<file path="src/rtl/dm_cache_ctrl.sv">
// Write-back, write-allocate controller for a direct-mapped cache with external tag/data arrays.
// Optional hit/miss statistics counters are built when DM_CACHE_STATS_EN is defined.
module dm_cache_ctrl #(
  parameter int ADDR_W  = 32,
  parameter int INDEX_W = 10,
  parameter int LINE_W  = 128,
  parameter int WORD_W  = 32,
  parameter int TAG_W   = ADDR_W - INDEX_W - 4
) (
  input  logic                 clk,
  input  logic                 rst_n,
  input  logic                 cpu_req_valid,
  input  logic                 cpu_req_rw,
  input  logic [ADDR_W-1:0]    cpu_req_addr,
  input  logic [WORD_W-1:0]    cpu_req_data,
  output logic                 cpu_res_ready,
  output logic [WORD_W-1:0]    cpu_res_data,
  output logic                 mem_req_valid,
  output logic                 mem_req_rw,
  output logic [ADDR_W-1:0]    mem_req_addr,
  output logic [LINE_W-1:0]    mem_req_data,
  input  logic                 mem_res_ready,
  input  logic [LINE_W-1:0]    mem_res_data,
  output logic [INDEX_W-1:0]   arr_index,
  output logic                 tag_we,
  output logic [TAG_W+1:0]     tag_wdata,
  input  logic [TAG_W+1:0]     tag_rdata,
  output logic                 data_we,
  output logic [LINE_W-1:0]    data_wdata,
  input  logic [LINE_W-1:0]    data_rdata
`ifdef DM_CACHE_STATS_EN
  ,
  output logic [31:0]          hit_cnt,
  output logic [31:0]          miss_cnt
`endif
);

  typedef enum logic [2:0] {
    S_INIT       = 3'd0,
    S_IDLE       = 3'd1,
    S_COMPARE    = 3'd2,
    S_WRITE_BACK = 3'd3,
    S_ALLOCATE   = 3'd4
  } state_t;

  state_t               state, state_nxt;
  logic [INDEX_W-1:0]   init_cnt;
  logic                 req_rw;
  logic [ADDR_W-1:0]    req_addr;
  logic [WORD_W-1:0]    req_data;

  logic [INDEX_W-1:0]   req_index;
  logic [TAG_W-1:0]     req_tag;
  logic [1:0]           word_sel;
  logic                 rd_valid, rd_dirty, hit;
  logic [TAG_W-1:0]     rd_tag;
  logic                 unused_addr_lsb;

  assign req_index = req_addr[INDEX_W+3:4];
  assign req_tag   = req_addr[ADDR_W-1:INDEX_W+4];
  assign word_sel  = req_addr[3:2];
  assign rd_valid  = tag_rdata[TAG_W+1];
  assign rd_dirty  = tag_rdata[TAG_W];
  assign rd_tag    = tag_rdata[TAG_W-1:0];
  assign hit       = rd_valid && (rd_tag == req_tag);
  assign unused_addr_lsb = ^req_addr[1:0];

  function automatic logic [LINE_W-1:0] merge_word(input logic [LINE_W-1:0] line,
                                                   input logic [1:0]        sel,
                                                   input logic [WORD_W-1:0] word);
    logic [LINE_W-1:0] r;
    r = line;
    r[sel*WORD_W +: WORD_W] = word;
    return r;
  endfunction

  always_ff @(posedge clk or negedge rst_n) begin
    if (!rst_n) begin
      state    <= S_INIT;
      init_cnt <= '0;
    end else begin
      state <= state_nxt;
      if (state == S_INIT) init_cnt <= init_cnt + 1'b1;
    end
  end

  // Request fields are only meaningful after IDLE has captured them.
  always_ff @(posedge clk) begin
    if (state == S_IDLE && cpu_req_valid) begin
      req_rw   <= cpu_req_rw;
      req_addr <= cpu_req_addr;
      req_data <= cpu_req_data;
    end
  end

  always_comb begin
    state_nxt = state;
    case (state)
      S_INIT:       if (init_cnt == {INDEX_W{1'b1}}) state_nxt = S_IDLE;
      S_IDLE:       if (cpu_req_valid) state_nxt = S_COMPARE;
      S_COMPARE: begin
        if (hit)                       state_nxt = S_IDLE;
        else if (rd_valid && rd_dirty) state_nxt = S_WRITE_BACK;
        else                           state_nxt = S_ALLOCATE;
      end
      S_WRITE_BACK: if (mem_res_ready) state_nxt = S_ALLOCATE;
      S_ALLOCATE:   if (mem_res_ready) state_nxt = S_COMPARE;
      default:      state_nxt = S_IDLE;
    endcase
  end

  // Outputs are forced low while reset is held so an in-flight memory request drops at once.
  always_comb begin
    cpu_res_ready = 1'b0;
    cpu_res_data  = '0;
    mem_req_valid = 1'b0;
    mem_req_rw    = 1'b0;
    mem_req_addr  = '0;
    mem_req_data  = '0;
    arr_index     = '0;
    tag_we        = 1'b0;
    tag_wdata     = '0;
    data_we       = 1'b0;
    data_wdata    = '0;
    if (rst_n) begin
      case (state)
        S_INIT: begin
          arr_index = init_cnt;
          tag_we    = 1'b1;
        end
        S_COMPARE: begin
          arr_index = req_index;
          if (hit) begin
            cpu_res_ready = 1'b1;
            cpu_res_data  = data_rdata[word_sel*WORD_W +: WORD_W];
            if (req_rw) begin
              data_we    = 1'b1;
              data_wdata = merge_word(data_rdata, word_sel, req_data);
              tag_we     = 1'b1;
              tag_wdata  = {1'b1, 1'b1, req_tag};
            end
          end
        end
        S_WRITE_BACK: begin
          arr_index     = req_index;
          mem_req_valid = 1'b1;
          mem_req_rw    = 1'b1;
          mem_req_addr  = {rd_tag, req_index, 4'b0000};
          mem_req_data  = data_rdata;
        end
        S_ALLOCATE: begin
          arr_index     = req_index;
          mem_req_valid = 1'b1;
          mem_req_addr  = {req_tag, req_index, 4'b0000};
          if (mem_res_ready) begin
            data_we    = 1'b1;
            data_wdata = mem_res_data;
            tag_we     = 1'b1;
            tag_wdata  = {1'b1, 1'b0, req_tag};
          end
        end
        default: ;
      endcase
    end
  end

`ifdef DM_CACHE_STATS_EN
  // The COMPARE that follows a refill is a guaranteed hit and must not be counted again.
  logic refilled;

  always_ff @(posedge clk or negedge rst_n) begin
    if (!rst_n) begin
      hit_cnt  <= '0;
      miss_cnt <= '0;
      refilled <= 1'b0;
    end else begin
      if (state == S_ALLOCATE && mem_res_ready) refilled <= 1'b1;
      else if (state == S_IDLE)                 refilled <= 1'b0;
      if (state == S_COMPARE && !refilled) begin
        if (hit) hit_cnt  <= hit_cnt + 32'd1;
        else     miss_cnt <= miss_cnt + 32'd1;
      end
    end
  end
`endif

endmodule

</file>
<file path="config.mk">
export PLATFORM = sky130hd
export DESIGN_NAME = dm_cache_ctrl
export DESIGN_NICKNAME = d
export VERILOG_FILES = /design/src/rtl/dm_cache_ctrl.sv
export SDC_FILE = /design/constraint.sdc
export NUM_CORES = 1
export LEC_CHECK = 0
export ABC_AREA = 1
export ABC_CLOCK_PERIOD_IN_PS = 4000
export BUFFER_PORTS_ARGS = -buffer_cell sky130_fd_sc_hd__buf_2
export CAP_MARGIN = 20
export CORE_AREA = 10 10 264 266
export DETAILED_ROUTE_END_ITERATION = 10
export DIE_AREA = 0 0 274 276
export GPL_TIMING_DRIVEN = 0
export MAX_ROUTING_LAYER = met4
export SYNTH_ARGS = -nofsm -noshare
export SYNTH_HDL_FRONTEND = slang
export SYNTH_SLANG_ARGS = --single-unit
</file>
<file path="constraint.sdc">
create_clock -name clk -period 4 [get_ports clk]
set_input_delay 0.8 -clock clk [delete_from_list [all_inputs] [get_ports clk]]
set_output_delay 0.8 -clock clk [all_outputs]
set_load 0.02 [all_outputs]
</file>
==> results_dict.tcl <==
set metrics [dict create \
    areaGrowthSynthToFinish_pct 56.19 \
    syn_avg_cell_area_sq_um 5.972 \
    via_per_inst 4.698 \
    rows 93 \
    syn_area_sq_um 9263 \
    synth-seq-cells 76 \
    post-route-util 0.2257 \
    cp.buffers_inverters 5 \
    p_sw_frac 0.3320 \
    wirelength_mm 91.97 \
    maxSlewHeadroom 0.3462 \
    grt_pass1_vias 14710 \
    worstSkewPairLatency_ns 0.39 \
    synth.top_cell.area_share 0.2042 \
    min_period_over_period 0.9665 \
    seqPwrFrac 0.392 \
    synth_cell_types 38 \
    wl_per_cell_microns 29.21 \
    clock_skew_ns 0.01920 \
    arrival_ns 3.07 \
    drtAntennaViolNets 0 \
    drt_iter0_drc 1386 \
    tightest_slew_ns 0.9808 \
    path_cells "buf_8 -> clkinv_8 -> clkbuf_16 -> ha_1 -> nor3_4 -> buf_2 -> nand3_1 -> o21ai_0 -> nand4_1 -> a21oi_1 -> buf_2" \
    numCtsBuffers 9 \
    rsz0062_at_grt "false" \
    grt_pass1_wl_mm 120.4 \
    die_width_microns 274 \
    synthTopCellsByCount "246 x nor2_1, 210 x inv_1, 204 x nand2_1, 165 x a21oi_1, 132 x nand4_1" \
    die_h_microns 276 \
    report.final.slew_viol_count 0 \
    io_pins 700 \
    synthTopCellsByArea "edfxtp_1 20%, nor2_1 10%, a21oi_1 8.9%" \
    synthArstFlopShare 0.1711 \
    fmax_mhz 258.7 \
    root_buffer "clkbuf_16" \
    comb_power_share 0.191 \
    crit_top_cell "buf_2" \
    dr.pass1.iters 6 \
    rr_worst_depth 4 \
    clock_sinks 76 \
    fin_crit_ns 3.866 \
    clock_power_share 0.417 \
    clkTransAtPathRegs_ns 0.09 \
    drc 0 \
    cp.depth 11 \
    startpoint_type "flop" \
    switching_power_uw 725.4 \
    ys_seq_area_frac 0.2394 \
    core_sq_um 64120 \
    hold_viol 0 \
    vdd.ir_drop.worst_v 0.0002041 \
    yosys.area.top_type "edfxtp_1" \
    portBuffers 693 \
    finalSetupTns_ns 0 \
    synth_edf_count 63 \
    clockBufferDepth 2 \
    slowest_delay_ns 0.40 \
    synth_top_family_by_area "simple AND/OR/NAND/NOR gates" \
    hp-class "input port to async pin" \
    cts_hold_buf 0 \
    power_density_nw_per_um2 151.0 \
    cp_max_fo 12 \
    gp_congestion 0.9153 \
    crit_type "flop to output pin" \
    finalWorstSetupSlack_ns 0.1341 \
    layout-drive-gt1-share 0.3749 \
    status "complete, no violations" \
    dpl-instance-area_sq_um 13860 \
    finalPower_uw 2185 \
    yosysWarnings 0 \
    synth_ff_type "edfxtp_1" \
    synth_compound_area_frac 0.2480 \
    critical-path-top-delay-family "buffers and inverters" \
    antenna_found_initial 30 \
    cp_slowest_cell "edfxtp_1" \
    synthCells 1551 \
    power.internal_uw 1460 \
    stdcell_area_sq_um 14470 \
    synthMuxAreaShare 0 \
    final_nets 2616 \
    crit_path_start "req_addr[2]" \
    max-cap-violations 0 \
    setup_viol 0 \
    initial_core_util 0.1445 \
    cts_tree "yes" \
    dpl_worst_slack_ns -1.294 \
    required_ns 3.20 \
    reg2reg_slack_ns 1.75 \
    cp-endpoint "data_wdata[108]" \
    yosys.area_share.adder 0.008105 \
    dieArea_sq_um 75620 \
    p_leak_uw 0.007478 \
    yosysMostFrequentCell "nor2_1" \
    grt_max_degree 24 \
    htree_levels 3 \
    place_hpwl_mm 76.79 \
    end_kind "output pin" \
    synthSimpleGateAreaFrac 0.3230 \
    grt_overflow_total 0 \
    r2r-end "req_data[29]" \
    synthXorXnorAreaFrac 0.009456 \
    track_usage 0.2352 \
    vias 14790 \
    reg2reg_from "state[0]" \
]
-- metal layers --
metal  wire (microns)  track usage  part of all wire
met1            36390       0.2666              0.40
met4             2586      0.06407             0.028
met5                0            -                 0
met2            44480       0.4004              0.48
met3             8507      0.06392             0.093
-- flip-flops by register name (all words and copies together) (netlist names) --
register  count
req_rw        1
req_addr     30
state         3
req_data     32
init_cnt     10
-- cell type report --
type / count / area, sq um
antenna: 23 / 57.56
buffer: 149 / 809.5
clock buffer: 9 / 225.2
clock inverter: 7 / 58.81
fill: 7469 / 49650
inverter: 226 / 864.6
multi-input combinational: 1098 / 5565
sequential: 76 / 2217
tap: 855 / 1070
timing repair buffer: 705 / 3600
-- worst min-delay path by stage --
stage	start	endpoint	cells past startpoint
after floorplan	init_cnt[9]	init_cnt[9]	1
after global placement	init_cnt[3]	init_cnt[3]	1
after detailed placement	init_cnt[3]	init_cnt[3]	1
after CTS	rst_n	init_cnt[9]	1
after global routing	rst_n	init_cnt[9]	1
final	rst_n	init_cnt[9]	1
-- placed cells by master (no fill, tap or decap), types with 9 or more instances in the layout --
master and n:
buf_2 734, nor2_1 244, inv_1 209, nand2_1 204, a21oi_1 159, nand4_1 132, o21ai_0 130, o22ai_1 75
edfxtp_1 63, nand3_1 58, clkbuf_1 52, diode_2 23, buf_4 22, buf_1 17, o32ai_1 16, inv_2 15
o21ai_1 14, dfrtp_1 13, buf_6 11, clkbuf_16 10, a22oi_1 10, clkbuf_2 9
-- power groups by stage --
stage	sequential, uW	clock (uW)	combinational [uW]
floorplan	874	0	133
global placement	874	0	406
detailed placement	874	0	409
CTS	856	960	412
global route	856	973	451
finish	856	912	417
-- stage by stage --
| step | cells | hold WS (ns) |
|---|---|---|
| floorplan | 1554 | 0.4668 |
| global placement | 3102 | 0.5177 |
| finish | 3148 | 0.3109 |
| global route | 3144 | 0.3028 |
| CTS | 3126 | 0.3386 |
| detailed placement | 3104 | 0.5225 |
-- kinds of logic (layout without fill, tap and decap cells) --
family,count (synthesis),count (layout)
DFF,76,76
adders and majority gates,6,6
xor gates and xnor gates,10,10
buffers and inverters,380,1096
AOI/OAI and AO/OA,419,419
and+or+nand+nor,659,659
other,1,27
-- repair_timing --
| action | in CTS | in global routing |
|---|---|---|
| setup endpoints to repair | 191 | 31 |
| setup buffers | 10 | 0 |
| resized for setup | 52 | 17 |
| pin swaps | 12 | 2 |
(Power assumes the default switching activity.)
